**src/rtl/speaker_arbiter_pkg.sv**
```systemverilog
// rtl/speaker_arbiter_pkg.sv - shared types and constants for the speaker arbiter
// Contents: FSM state encoding, bus field widths, default tone amplitude,
//           1 ms tick length for a 100 MHz clock, square-wave level helper.
package speaker_arbiter_pkg;

    typedef enum logic [1:0] {
        ST_IDLE = 2'd0,
        ST_PLAY = 2'd1,
        ST_GAP  = 2'd2
    } arb_state_e;

    localparam int HP_W     = 18;
    localparam int DUR_W    = 12;
    localparam int SAMPLE_W = 12;

    localparam logic [SAMPLE_W-1:0] AMP_DEFAULT         = 12'h7FF;
    localparam int                  TICKS_PER_MS_100MHZ = 100_000;

    function automatic logic [SAMPLE_W-1:0] level_sample(input logic level,
                                                         input logic [SAMPLE_W-1:0] amp);
        return level ? amp : '0;
    endfunction

endpackage

```
**src/rtl/speaker_arbiter_if.sv**
```systemverilog
// rtl/speaker_arbiter_if.sv - request/grant/audio bundle between task logic and arbiter
// Signals: enable, req[NREQ], half_period[NREQ*18], dur_ms[NREQ*12] (task logic -> arbiter)
//          grant[NREQ], done[NREQ], busy, audio_out[12]             (arbiter -> task logic)
// Modports: master = task logic side, slave = arbiter side.
interface speaker_arbiter_if #(
    parameter int NREQ = 4
);
    import speaker_arbiter_pkg::*;

    logic                    enable;
    logic [NREQ-1:0]         req;
    logic [NREQ*HP_W-1:0]    half_period;
    logic [NREQ*DUR_W-1:0]   dur_ms;
    logic [NREQ-1:0]         grant;
    logic [NREQ-1:0]         done;
    logic                    busy;
    logic [SAMPLE_W-1:0]     audio_out;

    modport master (
        output enable, req, half_period, dur_ms,
        input  grant, done, busy, audio_out
    );

    modport slave (
        input  enable, req, half_period, dur_ms,
        output grant, done, busy, audio_out
    );

endinterface

```
**src/rtl/speaker_arbiter_tone_gen.sv**
```systemverilog
// rtl/speaker_arbiter_tone_gen.sv - square-wave generator for the granted tone
// Ports: clock, rst_n (async active-low), clr (latch half_period and restart high),
//        run (advance one clock of the tone), half_period[18], amp[12] -> sample[12] (registered).
// sample is 0 whenever run is low, so the path goes silent the cycle after a tone stops.
module speaker_arbiter_tone_gen
    import speaker_arbiter_pkg::*;
(
    input  logic                clock,
    input  logic                rst_n,
    input  logic                clr,
    input  logic                run,
    input  logic [HP_W-1:0]     half_period,
    input  logic [SAMPLE_W-1:0] amp,
    output logic [SAMPLE_W-1:0] sample
);

    logic [HP_W-1:0]     hp_q, hp_d;
    logic [HP_W-1:0]     phase_q, phase_d;
    logic                level_q, level_d;
    logic [SAMPLE_W-1:0] sample_q, sample_d;

    always_comb begin
        hp_d     = hp_q;
        phase_d  = phase_q;
        level_d  = level_q;
        sample_d = '0;
        if (clr) begin
            hp_d     = half_period;
            phase_d  = '0;
            level_d  = 1'b1;
            sample_d = (half_period == '0) ? '0 : amp;
        end else if (run && (hp_q != '0)) begin
            // A zero half-period keeps the phase frozen so it can never run away.
            if (phase_q == hp_q - HP_W'(1)) begin
                phase_d = '0;
                level_d = ~level_q;
            end else begin
                phase_d = phase_q + HP_W'(1);
            end
            sample_d = level_sample(level_d, amp);
        end
    end

    always_ff @(posedge clock or negedge rst_n) begin
        if (!rst_n) begin
            hp_q     <= '0;
            phase_q  <= '0;
            level_q  <= 1'b0;
            sample_q <= '0;
        end else begin
            hp_q     <= hp_d;
            phase_q  <= phase_d;
            level_q  <= level_d;
            sample_q <= sample_d;
        end
    end

    assign sample = sample_q;

endmodule

```
**src/rtl/speaker_arbiter.sv**
```systemverilog
// rtl/speaker_arbiter.sv - round-robin owner of the single speaker DAC path
// Ports: clock, rst_n (async active-low), bus (speaker_arbiter_if.slave):
//        enable/req/half_period/dur_ms in; grant/done/busy/audio_out out, all registered.
// FSM IDLE -> PLAY (timed or held tone) -> GAP (silent guard) -> IDLE.
module speaker_arbiter
    import speaker_arbiter_pkg::*;
#(
    parameter int                  NREQ         = 4,
    parameter int                  TICKS_PER_MS = TICKS_PER_MS_100MHZ,
    parameter int                  GAP_MS       = 10,
    parameter logic [NREQ-1:0]     HOLD_MASK    = '0,
    parameter logic [SAMPLE_W-1:0] AMP          = AMP_DEFAULT
) (
    input  logic               clock,
    input  logic               rst_n,
    speaker_arbiter_if.slave   bus
);

    localparam int IW = $clog2(NREQ);
    localparam int TW = (TICKS_PER_MS > 1) ? $clog2(TICKS_PER_MS) : 1;

    arb_state_e        state_q, state_d;
    logic [IW-1:0]     rr_q, rr_d;       // last winner; also the current owner in PLAY
    logic [NREQ-1:0]   grant_q, grant_d;
    logic [NREQ-1:0]   done_q, done_d;
    logic              busy_q, busy_d;
    logic [DUR_W-1:0]  dur_q, dur_d;
    logic [TW-1:0]     tick_q, tick_d;
    logic [DUR_W-1:0]  ms_q, ms_d;

    logic [IW-1:0]     winner;
    logic              found;
    logic              tick_hit;
    logic              end_now;
    logic              tone_clr;
    logic              tone_run;

    // First requester after the previous winner, wrapping modulo NREQ.
    always_comb begin
        winner = rr_q;
        found  = 1'b0;
        for (int k = 1; k <= NREQ; k++) begin
            if (!found && bus.req[(int'(rr_q) + k) % NREQ]) begin
                winner = IW'((int'(rr_q) + k) % NREQ);
                found  = 1'b1;
            end
        end
    end

    assign tick_hit = (tick_q == TW'(TICKS_PER_MS - 1));

    always_comb begin
        state_d  = state_q;
        rr_d     = rr_q;
        grant_d  = grant_q;
        done_d   = '0;
        busy_d   = busy_q;
        dur_d    = dur_q;
        tick_d   = tick_q;
        ms_d     = ms_q;
        tone_clr = 1'b0;
        tone_run = 1'b0;
        end_now  = 1'b0;
        if (!bus.enable) begin
            // Mute aborts silently: no done pulse, round-robin pointer untouched.
            state_d = ST_IDLE;
            grant_d = '0;
            busy_d  = 1'b0;
            tick_d  = '0;
            ms_d    = '0;
        end else begin
            case (state_q)
                ST_IDLE: begin
                    if (|bus.req) begin
                        state_d  = ST_PLAY;
                        rr_d     = winner;
                        grant_d  = NREQ'(1) << winner;
                        busy_d   = 1'b1;
                        dur_d    = bus.dur_ms[int'(winner)*DUR_W +: DUR_W];
                        tick_d   = '0;
                        ms_d     = '0;
                        tone_clr = 1'b1;
                    end
                end
                ST_PLAY: begin
                    if (HOLD_MASK[rr_q]) begin
                        end_now = !bus.req[rr_q];
                    end else begin
                        end_now = (dur_q == '0) || (tick_hit && (ms_q + 12'd1 == dur_q));
                    end
                    tick_d = tick_hit ? '0 : tick_q + TW'(1);
                    // Held tones have no length limit, so their ms count is not kept.
                    if (tick_hit && !HOLD_MASK[rr_q]) begin
                        ms_d = ms_q + 12'd1;
                    end
                    if (end_now) begin
                        state_d      = ST_GAP;
                        grant_d      = '0;
                        done_d[rr_q] = 1'b1;
                        tick_d       = '0;
                        ms_d         = '0;
                    end else begin
                        tone_run = 1'b1;
                    end
                end
                ST_GAP: begin
                    tick_d = tick_hit ? '0 : tick_q + TW'(1);
                    if (tick_hit) begin
                        ms_d = ms_q + 12'd1;
                        if (ms_q + 12'd1 == 12'(GAP_MS)) begin
                            state_d = ST_IDLE;
                            busy_d  = 1'b0;
                            tick_d  = '0;
                            ms_d    = '0;
                        end
                    end
                end
                default: begin
                    state_d = ST_IDLE;
                    grant_d = '0;
                    busy_d  = 1'b0;
                end
            endcase
        end
    end

    always_ff @(posedge clock or negedge rst_n) begin
        if (!rst_n) begin
            state_q <= ST_IDLE;
            rr_q    <= IW'(NREQ - 1);
            grant_q <= '0;
            done_q  <= '0;
            busy_q  <= 1'b0;
            dur_q   <= '0;
            tick_q  <= '0;
            ms_q    <= '0;
        end else begin
            state_q <= state_d;
            rr_q    <= rr_d;
            grant_q <= grant_d;
            done_q  <= done_d;
            busy_q  <= busy_d;
            dur_q   <= dur_d;
            tick_q  <= tick_d;
            ms_q    <= ms_d;
        end
    end

    speaker_arbiter_tone_gen u_tone (
        .clock       (clock),
        .rst_n       (rst_n),
        .clr         (tone_clr),
        .run         (tone_run),
        .half_period (bus.half_period[int'(winner)*HP_W +: HP_W]),
        .amp         (AMP),
        .sample      (bus.audio_out)
    );

    assign bus.grant = grant_q;
    assign bus.done  = done_q;
    assign bus.busy  = busy_q;

endmodule

```
**src/flat_wrapper.sv**
```systemverilog
// flat-port wrapper written by rule: the top's interface ports become plain ports
module speaker_arbiter_flat import speaker_arbiter_pkg::*;
#(
    parameter int                  NREQ         = 4,
    parameter int                  TICKS_PER_MS = TICKS_PER_MS_100MHZ,
    parameter int                  GAP_MS       = 10,
    parameter logic [NREQ-1:0]     HOLD_MASK    = '0,
    parameter logic [SAMPLE_W-1:0] AMP          = AMP_DEFAULT
)
  (clock, rst_n, bus_enable, bus_req, bus_half_period, bus_dur_ms, bus_grant, bus_done, bus_busy, bus_audio_out);
  speaker_arbiter_if #(.NREQ(NREQ)) bus_i ();
  input  logic clock;
  input  logic rst_n;
  input wire logic [$bits(bus_i.enable)-1:0] bus_enable;
  input wire logic [$bits(bus_i.req)-1:0] bus_req;
  input wire logic [$bits(bus_i.half_period)-1:0] bus_half_period;
  input wire logic [$bits(bus_i.dur_ms)-1:0] bus_dur_ms;
  output wire logic [$bits(bus_i.grant)-1:0] bus_grant;
  output wire logic [$bits(bus_i.done)-1:0] bus_done;
  output wire logic [$bits(bus_i.busy)-1:0] bus_busy;
  output wire logic [$bits(bus_i.audio_out)-1:0] bus_audio_out;
  assign bus_i.enable = bus_enable;
  assign bus_i.req = bus_req;
  assign bus_i.half_period = bus_half_period;
  assign bus_i.dur_ms = bus_dur_ms;
  assign bus_grant = bus_i.grant;
  assign bus_done = bus_i.done;
  assign bus_busy = bus_i.busy;
  assign bus_audio_out = bus_i.audio_out;
  speaker_arbiter #(.NREQ(NREQ), .TICKS_PER_MS(TICKS_PER_MS), .GAP_MS(GAP_MS), .HOLD_MASK(HOLD_MASK), .AMP(AMP)) u_core (.clock(clock), .rst_n(rst_n), .bus(bus_i));
endmodule
```
**config.mk**
```make
export PLATFORM = sky130hd
export DESIGN_NAME = speaker_arbiter_flat
export DESIGN_NICKNAME = d
export VERILOG_FILES = /design/src/rtl/speaker_arbiter_pkg.sv /design/src/rtl/speaker_arbiter_if.sv /design/src/rtl/speaker_arbiter_tone_gen.sv /design/src/rtl/speaker_arbiter.sv /design/src/flat_wrapper.sv
export SDC_FILE = /design/constraint.sdc
export NUM_CORES = 1
export LEC_CHECK = 0
export CORE_UTILIZATION = 30
export CTS_BUF_LIST = sky130_fd_sc_hd__clkbuf_4
export DETAILED_ROUTE_END_ITERATION = 8
export SLEW_MARGIN = 40
export SYNTH_ARGS = -nofsm -noshare
export SYNTH_HDL_FRONTEND = slang
export SYNTH_SLANG_ARGS = --single-unit
```
**constraint.sdc**
```tcl
create_clock -name clock -period 4.2 [get_ports clock]
set_clock_uncertainty 0.05 [all_clocks]
set_input_delay 0.42 -clock clock [delete_from_list [all_inputs] [get_ports clock]]
set_output_delay 0.42 -clock clock [all_outputs]
set_load 0.005 [all_outputs]
```
==> results.md <==
- Run status: finished clean
- Global route overflow: 0
- Initial core utilization: 31.03%
- Ys async rst share: 100.0%
- Placer Congestion: 0.8527
- Final worst path period need: 3.480 ns
- Peak supply drop: 0.3307 mV
- Kind of critical path: register to register
- Number of warnings issued by yosys: 0
- Register bit total from synthesis: 92
- Setup violators final: 0
- Commonest non-fill, non-tap cell in the layout: nand2_1
- Tcrit/Tclk final: 82.87%
- Yosys top cell area share: 30.56%
- Seq pwr share: 29.8%
- Slew HR: 45.54%
- Pwr dens: 527.4 mW/mm2
- Worst Tran Pin Value: 0.8095 ns
- Clk_lat worst skew: 0.49 ns
- IO Pins: 148
- Die height: 158.7 um
- Wirelength, routed: 22.85 mm
- Hold Path Class: primary input to async pin
- Routed length per instance: 16.32 um
- Die area: 0.02520 mm2
- Storage cell area: 0.002305 mm2
- Combinational share of power: 58.3%
- Clk pwr share: 12.0%
- Crit path launch type: register
- Delay-heaviest family, CP: compound AO/OA/AOI/OAI gates
- Clock-pin slew on the worst setup and hold paths: 0.17 ns
- RSZ-0062 raised after global routing: no
- CTS tree: yes
- Overall Power: 4.877 mW
- Psw: 2.365 mW
- Vias in the first global route: 6715
- Cts repair resizes: 0
- Reg2Reg Setup Slack: 0.72 ns
- H-Tree Depth: 3
- Post-synth EDFFs: 0
- Vias per Instance: 5.220
- Final Hold Fails: 0
- Fillers: 2437
- Global-route wire length before repair: 37.04 mm
- Critical Path, Cell by Cell: inv_1, ha_1, mux2i_1, a31o_2, a221oi_4, buf_4, nand4_1, o21ai_0, o2111ai_1, nor4_1, a211oi_1
- Peak fanout along the critical path: 31
- Sw frac: 48.50%
- CP peak stage delay: 0.71 ns
- CP Capture Type: register
- P&R area growth vs syn: 25.46%
- Vias: 7308
- CTS root buffer: clkbuf_4
- Setup bufs post-CTS: 0
- Cells after Synth: 976
- TritonCTS Buffers: 9
- Largest cells by area after synthesis: dfrtp_1 31%, nand2_1 12%, o21ai_0 5.1%
- Fin Setup TNS: 0 ns
- Fin. max-slew vios: 0
- Area leader, netlist: dfrtp_1
- Post-synthesis cell type count: 78
- WP data required: 4.51 ns
- Die width: 158.7 um
- P_leak: 3.919 nW
- All-layer global routing usage: 18.36%
- Post-synth top flop: dfrtp_1
- PortBufs: 146
- Final hold slack: 0.4157 ns
- Share of cells above drive strength 1: 6.389%
- Fmax: 287.3 MHz
- Largest net degree at the start of global routing: 63
- Std cell rows: 56
- WP buf/inv: 2
- Internal power: 2.511 mW
- Crit path arrival time: 3.79 ns
- Mapped Area: 0.007371 mm2
- Post-DP HPWL: 17.66 mm
- Area of the multi-input gates: 0.004676 mm2
- Syn Area/Cell: 7.552 um2
- Clock Tree Buf Depth: 2
- Mapped Nets: 1116
- Max Cap Violations: 0
- Initial antenna violation count: 1
- Layout Nets: 1215
- Sequential share of the synthesized area: 31.27%
- Final ANT Viol Nets: 0
- 1st-iter DRT viols: 589
- Drt first pass iters: 5
- Slowest stage cell, crit path: dfstp_2
- DRC errors left: 0
- Clock Sinks: 92
- Commonest cells after routing, fill and taps aside: 237 x nand2_1, 145 x clkdlybuf4s50_1, 90 x dfrtp_1, 74 x o21ai_0, 62 x nand3_1
- Core Footprint: 0.02375 mm2
[logic make-up (layout without fill, tap and decap cells)]
kind of cell	count (synthesis)	after routing	share of synthesized area [%]
other cells	1	2	0.05088
flops	92	92	31.27
buf+inv	96	200	5.856
xor+xnor	39	39	4.634
fa+ha+maj	14	14	2.343
mux	26	26	3.633
compound gates	204	204	18.47
simple gates	504	504	33.75
[timing repair]
item	4_1_cts	5_1_grt
setup endpoints to repair	0	0
endpoints found under the hold margin	55	0
hold buffers	1	0
[area by class of cell]
cell class                 instances  area share (%)
multi-input combinational        788           50.56
sequential                        92           24.92
timing repair buffer             166           17.68
tap                              319           4.316
clock inverter                     6          0.9471
clock buffer                      10          0.8118
inverter                          18          0.7306
antenna                            1         0.02706
[synthesized netlist by cell type, types with 3 or more instances]
| master | count |
|---|---|
| nand2_1 | 237 |
| dfrtp_1 | 90 |
| o21ai_0 | 75 |
| nand3_1 | 62 |
| clkbuf_1 | 52 |
| nor2_1 | 40 |
| nor4_1 | 24 |
| a21o_1 | 20 |
| mux2i_1 | 20 |
| xnor2_1 | 20 |
| xor2_1 | 19 |
| inv_1 | 18 |
| nor3_1 | 18 |
| a21oi_1 | 17 |
| and2_1 | 16 |
| or3_1 | 16 |
| nand4_1 | 15 |
| nor2b_1 | 15 |
| a22o_1 | 13 |
| ha_1 | 13 |
| buf_4 | 12 |
| a32oi_1 | 9 |
| and3_1 | 9 |
| buf_2 | 9 |
| o31ai_1 | 9 |
| or2_2 | 9 |
| nor4b_1 | 8 |
| a31oi_1 | 7 |
| nand2b_1 | 6 |
| a211oi_1 | 5 |
| mux2_2 | 5 |
| o2111ai_1 | 5 |
| o211ai_1 | 5 |
| o21a_1 | 5 |
| a21boi_0 | 4 |
| nor3b_1 | 4 |
| a22oi_1 | 3 |
| and4_1 | 3 |
| buf_1 | 3 |
| nor4bb_1 | 3 |
| o21ai_1 | 3 |
[power by group through the flow]
| stage | Combinational (mW) | Clock, mW | Sequential, mW |
|---|---|---|---|
| global route | 3.19 | 0.632 | 1.49 |
| detailed placement | 2.83 | 0 | 1.47 |
| floorplan | 2.03 | 0 | 1.31 |
| global placement | 2.81 | 0 | 1.45 |
| finish | 2.84 | 0.583 | 1.45 |
| CTS | 2.84 | 0.596 | 1.45 |
[sequential cells by signal, summed over array words and instances, names as in the netlist]
| signal | cells |
|---|---|
| u_core.u_tone.sample | 1 |
| u_core.state_q | 2 |
| u_core.bus.busy | 1 |
| u_core.rr_q | 2 |
| u_core.u_tone.hp_q | 18 |
| u_core.tick_q | 17 |
| u_core.ms_q | 12 |
| u_core.bus.grant | 4 |
| u_core.u_tone.phase_q | 18 |
| u_core.bus.done | 4 |
| u_core.dur_q | 12 |
| u_core.u_tone.level_q | 1 |
[stage by stage]
| step | utilization, % | std cells | setup slack [ns] | cell area (um2) |
|---|---|---|---|---|
| 6_report | 38.93 | 1400 | 0.7196 | 9248 |
| 5_1_grt | 38.93 | 1400 | 0.5565 | 9248 |
| 4_1_cts | 38.82 | 1398 | 0.7535 | 9220 |
| 3_5_place_dp | 38.09 | 1381 | 0.7931 | 9047 |
| 3_3_place_gp | 38.07 | 1381 | 0.8746 | 9042 |
| 2_1_floorplan | - | 976 | 1.067 | 7371 |
[routing by layer]
metal	share of wire, %	global-route usage [%]
met5	0	0
met4	1.3	5.207
met3	4.1	2.247
met2	45	28.45
met1	50	26.50
[worst register-to-register path, stage by stage, from the launching register on]
cell and delay [ns]:
dfstp_2 0.71, inv_1 0.10, ha_1 0.37, mux2i_1 0.14, a31o_2 0.28, a221oi_4 0.53, buf_4 0.39, nand4_1 0.12
o21ai_0 0.13, o2111ai_1 0.18, nor4_1 0.26, a211oi_1 0.08
[final timing paths]
check / startpoint / end / cells past startpoint
max: u_core.rr_q[0] / u_core.u_tone.sample[9] / 11
min reg2reg: u_core.bus.grant[1] / u_core.bus.grant[1] / 2
max in group asynchronous: rst_n / u_core.u_tone.hp_q[2] / 3
max reg2reg: u_core.rr_q[0] / u_core.u_tone.sample[9] / 11
min in group clock: u_core.bus.grant[1] / u_core.bus.grant[1] / 2
min: rst_n / u_core.u_tone.hp_q[3] / 2
(Power assumes the default switching activity.)
